[src/rtl/sys_bridge_pkg.sv]
// Shared types for the system stream bridge: stride encoding and run-control states.
package sys_bridge_pkg;

   typedef enum logic [1:0] {
      STEP1 = 2'd0,
      STEP2 = 2'd1,
      STEP4 = 2'd2,
      STEP8 = 2'd3
   } stride_e;

   typedef enum logic [2:0] {
      IDLE   = 3'd0,
      LAUNCH = 3'd1,
      RUN    = 3'd2,
      DRAIN  = 3'd3,
      DONE   = 3'd4
   } bridge_state_e;

   localparam int unsigned SKID_DEPTH = 2;

   function automatic logic is_active(input bridge_state_e st);
      return (st == LAUNCH) || (st == RUN) || (st == DRAIN);
   endfunction

endpackage

[src/rtl/sync_fifo.sv]
// Synchronous first-word-fall-through FIFO; a push on a full FIFO is taken when a pop happens in the same cycle.
module sync_fifo #(
   parameter int unsigned WIDTH = 8,
   parameter int unsigned DEPTH = 2
) (
   input  logic                     clk_i,
   input  logic                     rst_i,
   input  logic                     push_i,
   input  logic [WIDTH-1:0]         data_i,
   input  logic                     pop_i,
   output logic [WIDTH-1:0]         data_o,
   output logic                     full_o,
   output logic                     empty_o,
   output logic [$clog2(DEPTH):0]   count_o
);
   localparam int unsigned AW = $clog2(DEPTH);
   localparam logic [AW-1:0] PTR_ONE = AW'(1);
   localparam logic [AW:0]   CNT_ONE = (AW + 1)'(1);
   localparam logic [AW:0]   CNT_MAX = (AW + 1)'(DEPTH);

   logic [WIDTH-1:0] mem_q [DEPTH];
   logic [AW-1:0]    wr_ptr_q, rd_ptr_q;
   logic [AW:0]      count_q;
   logic             do_push, do_pop;

   assign do_pop  = pop_i & (count_q != '0);
   assign do_push = push_i & ((count_q != CNT_MAX) | do_pop);

   always_ff @(posedge clk_i) begin
      if (rst_i) begin
         for (int i = 0; i < int'(DEPTH); i++) mem_q[i] <= '0;
      end else if (do_push) begin
         mem_q[wr_ptr_q] <= data_i;
      end
   end

   always_ff @(posedge clk_i) begin
      if (rst_i) begin
         wr_ptr_q <= '0;
         rd_ptr_q <= '0;
         count_q  <= '0;
      end else begin
         if (do_push) wr_ptr_q <= wr_ptr_q + PTR_ONE;
         if (do_pop)  rd_ptr_q <= rd_ptr_q + PTR_ONE;
         case ({do_push, do_pop})
            2'b10:   count_q <= count_q + CNT_ONE;
            2'b01:   count_q <= count_q - CNT_ONE;
            default: count_q <= count_q;
         endcase
      end
   end

   assign data_o  = mem_q[rd_ptr_q];
   assign full_o  = (count_q == CNT_MAX);
   assign empty_o = (count_q == '0);
   assign count_o = count_q;

endmodule

[src/rtl/sys_stream_bridge.sv]
// Bridge between the external stream/memory side and top_chip: skid-buffered input,
// tagged output FIFO, run-control FSM and saturating statistics counters.
module sys_stream_bridge
   import sys_bridge_pkg::*;
#(
   parameter int unsigned IO_DATA_WIDTH      = 16,
   parameter int unsigned FEATURE_MAP_WIDTH  = 1024,
   parameter int unsigned FEATURE_MAP_HEIGHT = 1024,
   parameter int unsigned OUTPUT_NB_CHANNELS = 64,
   parameter int unsigned OUT_FIFO_DEPTH     = 8,
   parameter int unsigned CNT_WIDTH          = 32,
   localparam int unsigned XW = $clog2(FEATURE_MAP_WIDTH),
   localparam int unsigned YW = $clog2(FEATURE_MAP_HEIGHT),
   localparam int unsigned CW = $clog2(OUTPUT_NB_CHANNELS)
) (
   input  logic                     clk,
   input  logic                     rst_in,
   input  logic                     start,
   input  logic [1:0]               conv_stride_mode,
   input  logic [IO_DATA_WIDTH-1:0] s_a_data,
   input  logic [IO_DATA_WIDTH-1:0] s_b_data,
   input  logic                     s_valid,
   output logic                     s_ready,
   output logic [IO_DATA_WIDTH-1:0] c_a_data,
   output logic [IO_DATA_WIDTH-1:0] c_b_data,
   output logic                     c_valid,
   input  logic                     c_ready,
   output logic [1:0]               c_stride_mode,
   output logic                     c_start,
   input  logic                     c_running,
   input  logic [IO_DATA_WIDTH-1:0] c_out,
   input  logic                     c_out_valid,
   input  logic [XW-1:0]            c_out_x,
   input  logic [YW-1:0]            c_out_y,
   input  logic [CW-1:0]            c_out_ch,
   output logic [IO_DATA_WIDTH-1:0] m_data,
   output logic [XW-1:0]            m_x,
   output logic [YW-1:0]            m_y,
   output logic [CW-1:0]            m_ch,
   output logic                     m_valid,
   input  logic                     m_ready,
   output logic                     busy,
   output logic                     done,
   output logic                     overflow,
   output logic [CNT_WIDTH-1:0]     in_beats,
   output logic [CNT_WIDTH-1:0]     out_beats,
   output logic [CNT_WIDTH-1:0]     run_cycles
);
   typedef struct packed {
      logic [IO_DATA_WIDTH-1:0] data;
      logic [XW-1:0]            x;
      logic [YW-1:0]            y;
      logic [CW-1:0]            ch;
   } out_tag_t;

   localparam int unsigned OAW = $clog2(OUT_FIFO_DEPTH);
   localparam logic [CNT_WIDTH-1:0] CNT_MAX = '1;
   localparam logic [CNT_WIDTH-1:0] CNT_ONE = CNT_WIDTH'(1);

   bridge_state_e state_q, state_d;
   stride_e       stride_q;
   logic          overflow_q;
   logic [CNT_WIDTH-1:0] in_beats_q, out_beats_q, run_cycles_q;

   logic start_acc, active;
   logic skid_push, skid_pop, skid_full, skid_empty;
   logic [1:0] skid_count;
   logic [2*IO_DATA_WIDTH-1:0] skid_dout;
   logic out_push, out_pop, out_full, out_empty, out_drop;
   logic [OAW:0] out_count;
   out_tag_t out_din, out_dout;

   assign start_acc = (state_q == IDLE) & start;
   assign active    = (state_q != IDLE);

   // Input skid: s_ready only depends on registered state, so the pair sustains one beat per cycle.
   assign s_ready   = (state_q == RUN) & ~skid_full;
   assign skid_push = s_valid & s_ready;
   assign c_valid   = (skid_count != 2'd0);
   assign skid_pop  = c_valid & c_ready;
   assign {c_a_data, c_b_data} = skid_dout;

   sync_fifo #(.WIDTH(2 * IO_DATA_WIDTH), .DEPTH(SKID_DEPTH)) u_skid (
      .clk_i   (clk),
      .rst_i   (rst_in),
      .push_i  (skid_push),
      .data_i  ({s_a_data, s_b_data}),
      .pop_i   (skid_pop),
      .data_o  (skid_dout),
      .full_o  (skid_full),
      .empty_o (skid_empty),
      .count_o (skid_count)
   );

   assign out_din  = '{data: c_out, x: c_out_x, y: c_out_y, ch: c_out_ch};
   assign m_valid  = (out_count != '0);
   assign out_pop  = m_valid & m_ready;
   assign out_push = c_out_valid & active & (~out_full | out_pop);
   assign out_drop = c_out_valid & active & out_full & ~out_pop;
   assign m_data   = out_dout.data;
   assign m_x      = out_dout.x;
   assign m_y      = out_dout.y;
   assign m_ch     = out_dout.ch;

   sync_fifo #(.WIDTH($bits(out_tag_t)), .DEPTH(OUT_FIFO_DEPTH)) u_out_fifo (
      .clk_i   (clk),
      .rst_i   (rst_in),
      .push_i  (out_push),
      .data_i  (out_din),
      .pop_i   (out_pop),
      .data_o  (out_dout),
      .full_o  (out_full),
      .empty_o (out_empty),
      .count_o (out_count)
   );

   always_ff @(posedge clk) begin
      if (rst_in) state_q <= IDLE;
      else        state_q <= state_d;
   end

   always_comb begin
      state_d = state_q;
      case (state_q)
         IDLE:    if (start) state_d = LAUNCH; else state_d = IDLE;
         LAUNCH:  state_d = RUN;
         RUN:     if (!c_running) state_d = DRAIN; else state_d = RUN;
         DRAIN:   if (skid_empty && out_empty) state_d = DONE; else state_d = DRAIN;
         DONE:    state_d = IDLE;
         default: state_d = IDLE;
      endcase
   end

   always_comb begin
      c_start = 1'b0;
      busy    = 1'b0;
      done    = 1'b0;
      case (state_q)
         IDLE:    busy = 1'b0;
         LAUNCH:  begin c_start = 1'b1; busy = 1'b1; end
         RUN:     busy = 1'b1;
         DRAIN:   busy = 1'b1;
         DONE:    begin done = 1'b1; busy = 1'b1; end
         default: busy = 1'b0;
      endcase
   end

   // Stride, sticky overflow and saturating counters; all restart on an accepted start.
   always_ff @(posedge clk) begin
      if (rst_in) begin
         stride_q     <= STEP1;
         overflow_q   <= 1'b0;
         in_beats_q   <= '0;
         out_beats_q  <= '0;
         run_cycles_q <= '0;
      end else if (start_acc) begin
         stride_q     <= stride_e'(conv_stride_mode);
         overflow_q   <= 1'b0;
         in_beats_q   <= '0;
         out_beats_q  <= '0;
         run_cycles_q <= '0;
      end else begin
         if (out_drop) overflow_q <= 1'b1;
         if (skid_pop && in_beats_q != CNT_MAX) in_beats_q <= in_beats_q + CNT_ONE;
         if (out_push && out_beats_q != CNT_MAX) out_beats_q <= out_beats_q + CNT_ONE;
         if (is_active(state_q) && run_cycles_q != CNT_MAX) run_cycles_q <= run_cycles_q + CNT_ONE;
      end
   end

   assign c_stride_mode = stride_q;
   assign overflow      = overflow_q;
   assign in_beats      = in_beats_q;
   assign out_beats     = out_beats_q;
   assign run_cycles    = run_cycles_q;

endmodule

[config.mk]
export PLATFORM = sky130hd
export DESIGN_NAME = sys_stream_bridge
export DESIGN_NICKNAME = d
export VERILOG_FILES = /design/src/rtl/sys_bridge_pkg.sv /design/src/rtl/sync_fifo.sv /design/src/rtl/sys_stream_bridge.sv
export SDC_FILE = /design/constraint.sdc
export NUM_CORES = 1
export LEC_CHECK = 0
export ABC_CLOCK_PERIOD_IN_PS = 2700
export CAP_MARGIN = 20
export CORE_MARGIN = 2
export CORE_UTILIZATION = 51
export DETAILED_ROUTE_END_ITERATION = 16
export GPL_TIMING_DRIVEN = 0
export PLACE_DENSITY_LB_ADDON = 0.15
export SKIP_CTS_REPAIR_TIMING = 1
export SLEW_MARGIN = 20
export SYNTH_ARGS = -nofsm -noshare
export SYNTH_HDL_FRONTEND = slang
export SYNTH_SLANG_ARGS = --single-unit
[constraint.sdc]
create_clock -name clk -period 2.7 [get_ports clk]
set_clock_uncertainty 0.1 [all_clocks]
set_input_delay 0.54 -clock clk [delete_from_list [all_inputs] [get_ports clk]]
set_output_delay 0.54 -clock clk [all_outputs]
set_load 0.05 [all_outputs]
==> results of run 1 <==
## through the flow
step	cell area, sq um	setup slack (ns)	util	cells	power [mW]
after detailed placement	27100	-1.09	0.595	2642	14.0
after global routing	29600	-0.395	0.649	2768	22.4
after CTS	28800	-1.75	0.632	2742	21.2
after global placement	27100	-1.87	0.594	2639	13.9
final	29600	-0.335	0.649	2770	21.7
after floorplan	23700	0.0121	-	1778	12.5
## power breakdown
| group | internal [mW] | total [mW] | switching [mW] | leakage (nW) |
|---|---|---|---|---|
| registers | 8.95 | 9.11 | 0.160 | 5.11 |
| clock network | 4.18 | 7.25 | 3.08 | 0.829 |
| logic | 2.35 | 5.34 | 2.99 | 4.91 |
## registers in the layout (all words and copies together), names as in the netlist, named ones only
register             flops
state_q                  3
overflow                 1
u_out_fifo.count_o       4
u_out_fifo.mem_q       336
u_skid.mem_q            64
u_skid.rd_ptr_q          1
u_skid.count_o           2
out_beats               32
u_skid.wr_ptr_q          1
u_out_fifo.rd_ptr_q      3
u_out_fifo.wr_ptr_q      3
c_stride_mode            2
in_beats                32
run_cycles              32
## path summary, 6_finish.rpt
path	startpoint	endpoint	cells after the start
hold / removal	overflow	overflow	2
setup reg to reg	state_q[2]	u_out_fifo.mem_q[1][9]	6
setup / recovery	flop	m_data[4]	5
hold reg to reg	overflow	overflow	2
## Yosys cell counts (3+ instances only)
| cell type | instances | area [sq um] |
|---|---|---|
| and4_1 | 13 | 114 |
| nor4bb_1 | 4 | 40.0 |
| buf_4 | 3 | 22.5 |
| or4_1 | 40 | 300 |
| mux2i_1 | 8 | 80.1 |
| inv_1 | 9 | 33.8 |
| o211ai_1 | 3 | 22.5 |
| or2_2 | 17 | 106 |
| mux4_2 | 84 | 1890 |
| ha_1 | 9 | 113 |
| clkbuf_1 | 77 | 289 |
| o21a_1 | 6 | 45.0 |
| o21ai_0 | 40 | 200 |
| o41ai_1 | 3 | 26.3 |
| o31a_1 | 5 | 43.8 |
| buf_1 | 12 | 45.0 |
| o31ai_1 | 36 | 270 |
| mux2_2 | 74 | 833 |
| nor2_1 | 48 | 180 |
| nor3_1 | 9 | 45.0 |
| and3_1 | 14 | 87.6 |
| nand2_1 | 65 | 244 |
| dfxtp_1 | 120 | 2400 |
| nor4_1 | 12 | 75.1 |
| and2_1 | 409 | 2560 |
| nor2b_1 | 3 | 18.8 |
| nor3b_1 | 3 | 22.5 |
| nand3_1 | 37 | 185 |
| edfxtp_1 | 400 | 12000 |
| xor2_1 | 12 | 105 |
| buf_2 | 17 | 85.1 |
| or3_1 | 39 | 244 |
| a31oi_1 | 4 | 25.0 |
| nand4_1 | 31 | 194 |
| a21oi_1 | 84 | 420 |
| xnor2_1 | 5 | 43.8 |
## worst max-delay path, delay by kind of cell, from the launching register on
family	cells	cell delay, ns
flops	1	0.39
mux	2	0.62
buf+inv	3	0.77
## logic make-up after synthesis
group | after synthesis
AO/OA/AOI/OAI | 193
XOR/XNOR | 17
flip-flops | 520
adder cells (fa/ha/maj) | 9
multiplexers | 166
buffers and inverters | 120
AND/OR/NAND/NOR | 753
## layer usage
metal / GRT usage / vias up / wire, um
met5: 0 / - / 14
met3: 0.0550 / 105 / 5250
met2: 0.424 / 681 / 31400
li1: - / 7391 / -
met4: 0.0698 / 2 / 1460
met1: 0.324 / 8082 / 25400
## final cells by class
| class | count | area share |
|---|---|---|
| Clock buffer | 79 | 0.0513 |
| Clock inverter | 21 | 0.00634 |
| Multi-Input combinational cell | 1152 | 0.309 |
| Buffer | 107 | 0.0215 |
| Antenna cell | 2 | 0.000169 |
| Sequential cell | 520 | 0.488 |
| Inverter | 10 | 0.00127 |
| Tap cell | 600 | 0.0254 |
| Timing Repair Buffer | 279 | 0.0979 |
==> results.json, run 1 <==
{
  "fin_nets": 2218,
  "cts.sinks": 520,
  "ys_seq_elements": 520,
  "dp_hpwl_mm": 38.3,
  "htreeDepth": 2,
  "die_area_sq_mm": 0.0481,
  "ys_seq_area_frac": 0.610,
  "rows": 78,
  "drt_iter0_drc": 1290,
  "synthDistinctLibCells": 54,
  "yosys.area_share.xor_xnor": 0.00630,
  "whs_ns": 0.383,
  "violations": "negative setup slack",
  "filler_cell_count": 3375,
  "grt_pass1_wl_mm": 90.9,
  "area_growth_pct": 25.1,
  "chipWidth_um": 219,
  "regArea_sq_mm": 0.0144,
  "avgSynthCellArea_sq_um": 13.3,
  "yosys_warnings": 0,
  "grt_pass1_vias": 16300,
  "cts.clk_slew.worst_paths_ns": 0.06,
  "hold_viol": 0,
  "drt-total-wl_mm": 63.6,
  "final_max_slew_viol_count": 0,
  "cp.required_ns": 2.06,
  "drc": 0,
  "grt.total_usage": 0.250,
  "finalSetupTns_ns": -11.54,
  "ir_drop_mv": 0.550,
  "crit_arrival_ns": 2.39,
  "cp-end-kind": "primary output",
  "setup_violations": 42,
  "hold_path.class": "reg -> reg",
  "status": "complete, but fails checks",
  "firstDrtPassIters": 5,
  "drive_gt1_frac": 0.192,
  "setup_slack_ns": -0.335,
  "multiInputGateArea_sq_mm": 0.00913,
  "clk_path_buf_depth": 3,
  "yosys_most_used_dff": "edfxtp_1",
  "grt_setup_unrepaired": "true",
  "cts_tree": "built",
  "path_cells": "buf_4 -> clkbuf_4 -> mux4_2 -> mux2_2 -> buf_2",
  "antenna_found_initial": 1,
  "globalplace.congestion": 0.913,
  "vias": 16300,
  "postSynthCellCount": 1778,
  "ant_nets": 0,
  "wire_per_inst_um": 22.9,
  "fmax_ghz": 0.329,
  "critical_path_class": "reg -> out",
  "syn-cell-area_sq_mm": 0.0236,
  "max-slew-margin-rel": 0.362,
  "layout_commonest_cell": "and2_1",
  "die_height_um": 219,
  "synth_top_family_by_area": "simple AND/OR/NAND/NOR gates",
  "portBuffers": 261,
  "max_stage_delay_ns": 0.39,
  "async_flop_share": 0,
  "synth_compound_area_frac": 0.0497,
  "r2r_slack_ns": 0.04,
  "crit_slowest_cell": "dfxtp_1",
  "syn_nets": 1871,
  "worstMarginPinSlew_ns": 0.956,
  "synth_edf_count": 400,
  "cts_buffers": 55,
  "root_buffer": "clkbuf_16",
  "synthMuxAreaShare": 0.119,
  "p_leak_nw": 10.8,
  "pwr_density_cell_mw_per_mm2": 734,
  "gr-total-overflow": 0,
  "maxCapViolations": 0,
  "initial_core_util": 0.519,
  "finalCriticalPeriod_ns": 3.03,
  "synthAdderAreaFrac": 0.00476,
  "most-common-layout-cells": "and2_1 (409), edfxtp_1 (400), clkdlybuf4s50_1 (181), dfxtp_1 (116), mux4_2 (84)",
  "cp_max_fo": 10,
  "ios": 263,
  "grt_max_degree": 43,
  "synth-simple-area-share": 0.191,
  "fin_crit_sh": 1.12,
  "post_drt_via_cell_ratio": 5.87,
  "crit_path_start_kind": "flop",
  "clock_latency_ns": 0.61,
  "coreArea_sq_mm": 0.0456
}
No activity file was read; power rests on OpenSTA's default activity.
==> run 2, diff against run 1 <==
--- a/config.mk
+++ b/config.mk
@@ -13,7 +13,6 @@
 export GPL_TIMING_DRIVEN = 0
 export PLACE_DENSITY_LB_ADDON = 0.15
 export SKIP_CTS_REPAIR_TIMING = 1
-export SLEW_MARGIN = 20
 export SYNTH_ARGS = -nofsm -noshare
 export SYNTH_HDL_FRONTEND = slang
 export SYNTH_SLANG_ARGS = --single-unit
==> results.json, run 2 (synthesis gave the netlist of run 1 again) <==
{
  "most-common-layout-cells": "and2_1 (409), edfxtp_1 (400), clkdlybuf4s50_1 (181), dfxtp_1 (116), mux4_2 (84)",
  "grt_pass1_wl_mm": 92.5,
  "worstMarginPinSlew_ns": 1.01,
  "postLayoutCoreUtil": 0.647,
  "clock_latency_ns": 0.60,
  "grt.total_usage": 0.254,
  "p_leak_nw": 10.8,
  "crit_arrival_ns": 2.37,
  "finalSetupTns_ns": -11.25,
  "cp.required_ns": 2.06,
  "cp-end-kind": "primary output",
  "cts.sinks": 520,
  "gr-total-overflow": 0,
  "setup_slack_ns": -0.312,
  "ant_nets": 0,
  "final_max_slew_viol_count": 0,
  "hold_viol": 0,
  "ios": 263,
  "cp_max_fo": 10,
  "violations": "negative setup slack",
  "critical_path_class": "reg -> out",
  "portBuffers": 261,
  "finalCriticalPeriod_ns": 3.01,
  "status": "complete, but fails checks",
  "area_growth_pct": 24.6,
  "die_area_sq_mm": 0.0481,
  "whs_ns": 0.388,
  "layout_commonest_cell": "and2_1",
  "grt_pass1_vias": 16400,
  "setup_violations": 42,
  "initial_core_util": 0.519,
  "wire_per_inst_um": 22.6,
  "grt_setup_unrepaired": "true",
  "dp_hpwl_mm": 39.1,
  "vias": 16100,
  "largestRegisters": "u_out_fifo.mem_q x336, u_skid.mem_q x64",
  "max-slew-margin-rel": 0.327,
  "crit_path_start_kind": "flop",
  "drc": 0,
  "ir_drop_mv": 0.477,
  "filler_cell_count": 3440,
  "largest_reg_flops": 336,
  "die_height_um": 219,
  "chipWidth_um": 219,
  "pwr_density_cell_mw_per_mm2": 728,
  "whs_path_depth": 2,
  "largest-register": "u_out_fifo.mem_q",
  "drive_gt1_frac": 0.197,
  "cts_tree": "built",
  "htreeDepth": 2,
  "root_buffer": "clkbuf_16",
  "rows": 78,
  "rr_worst_depth": 8,
  "post_drt_via_cell_ratio": 5.80,
  "antenna_found_initial": 4,
  "drt_iter0_drc": 1264,
  "grt_max_degree": 43,
  "cts.clk_slew.worst_paths_ns": 0.06,
  "firstDrtPassIters": 5,
  "fin_crit_sh": 1.12,
  "coreArea_sq_mm": 0.0456,
  "maxCapViolations": 0,
  "drt-total-wl_mm": 62.8,
  "hold_path.class": "reg -> reg",
  "clk_path_buf_depth": 3,
  "fmax_ghz": 0.332,
  "globalplace.congestion": 0.913,
  "cts_buffers": 54,
  "fin_nets": 2225
}
==> run 2: cell count changes in the layout (fill, tap and decap cells not counted), moves of 11 or more <==
| cell | delta |
|---|---|
| mux2_4 | -14 |
| buf_6 | -18 |
| mux2_2 | +14 |
| buf_4 | +19 |
| buf_2 | +11 |
==> run 2: worst paths after layout <==
kind | from | end | slack [ns]
worst max register to register | state_q[2] | u_out_fifo.mem_q[7][9] | 0.09
worst min register to register | overflow | overflow | 0.39
worst max-delay path | flop | m_y[2] | -0.31
worst min-delay path | overflow | overflow | 0.39
==> run 2: final cells by class <==
class,count,area (sq um),area share
clock buffer,73,1500,0.0508
multi-input combinational,1147,9020,0.306
inverter,10,37.5,0.00127
clock inverter,25,220,0.00747
tap,600,751,0.0255
antenna,1,2.50,0.0000849
buffer,106,619,0.0210
timing repair buffer,293,2900,0.0985
sequential,520,14400,0.489
==> run 2: critical path, cell delays in order (launching register included) <==
cell,delay (ns)
dfxtp_4,0.39
buf_4,0.28
mux4_2,0.57
mux2_2,0.29
clkbuf_2,0.24
==> run 2: metrics by stage <==
stage | cells | cell area, sq um | worst slack, ns | power (mW)
2_1_floorplan | 1778 | 23700 | 0.0121 | 12.5
3_3_place_gp | 2639 | 27100 | -1.87 | 13.9
3_5_place_dp | 2647 | 27200 | -1.18 | 14.0
4_1_cts | 2745 | 28900 | -1.76 | 21.3
5_1_grt | 2774 | 29500 | -0.389 | 22.2
6_report | 2775 | 29500 | -0.312 | 21.5
==> run 2: where the power goes <==
| part | switching [mW] | internal, mW | total, mW |
|---|---|---|---|
| combinational | 2.91 | 2.09 | 5.01 |
| sequential | 0.159 | 8.95 | 9.10 |
| clock | 3.09 | 4.25 | 7.34 |
==> run 2: layer usage <==
layer / track usage / vias up / share of wire
met5: 0 / - / 0.00089
met4: 0.0664 / 8 / 0.020
met3: 0.0585 / 100 / 0.079
met2: 0.430 / 575 / 0.50
met1: 0.329 / 8018 / 0.40
li1: - / 7388 / -
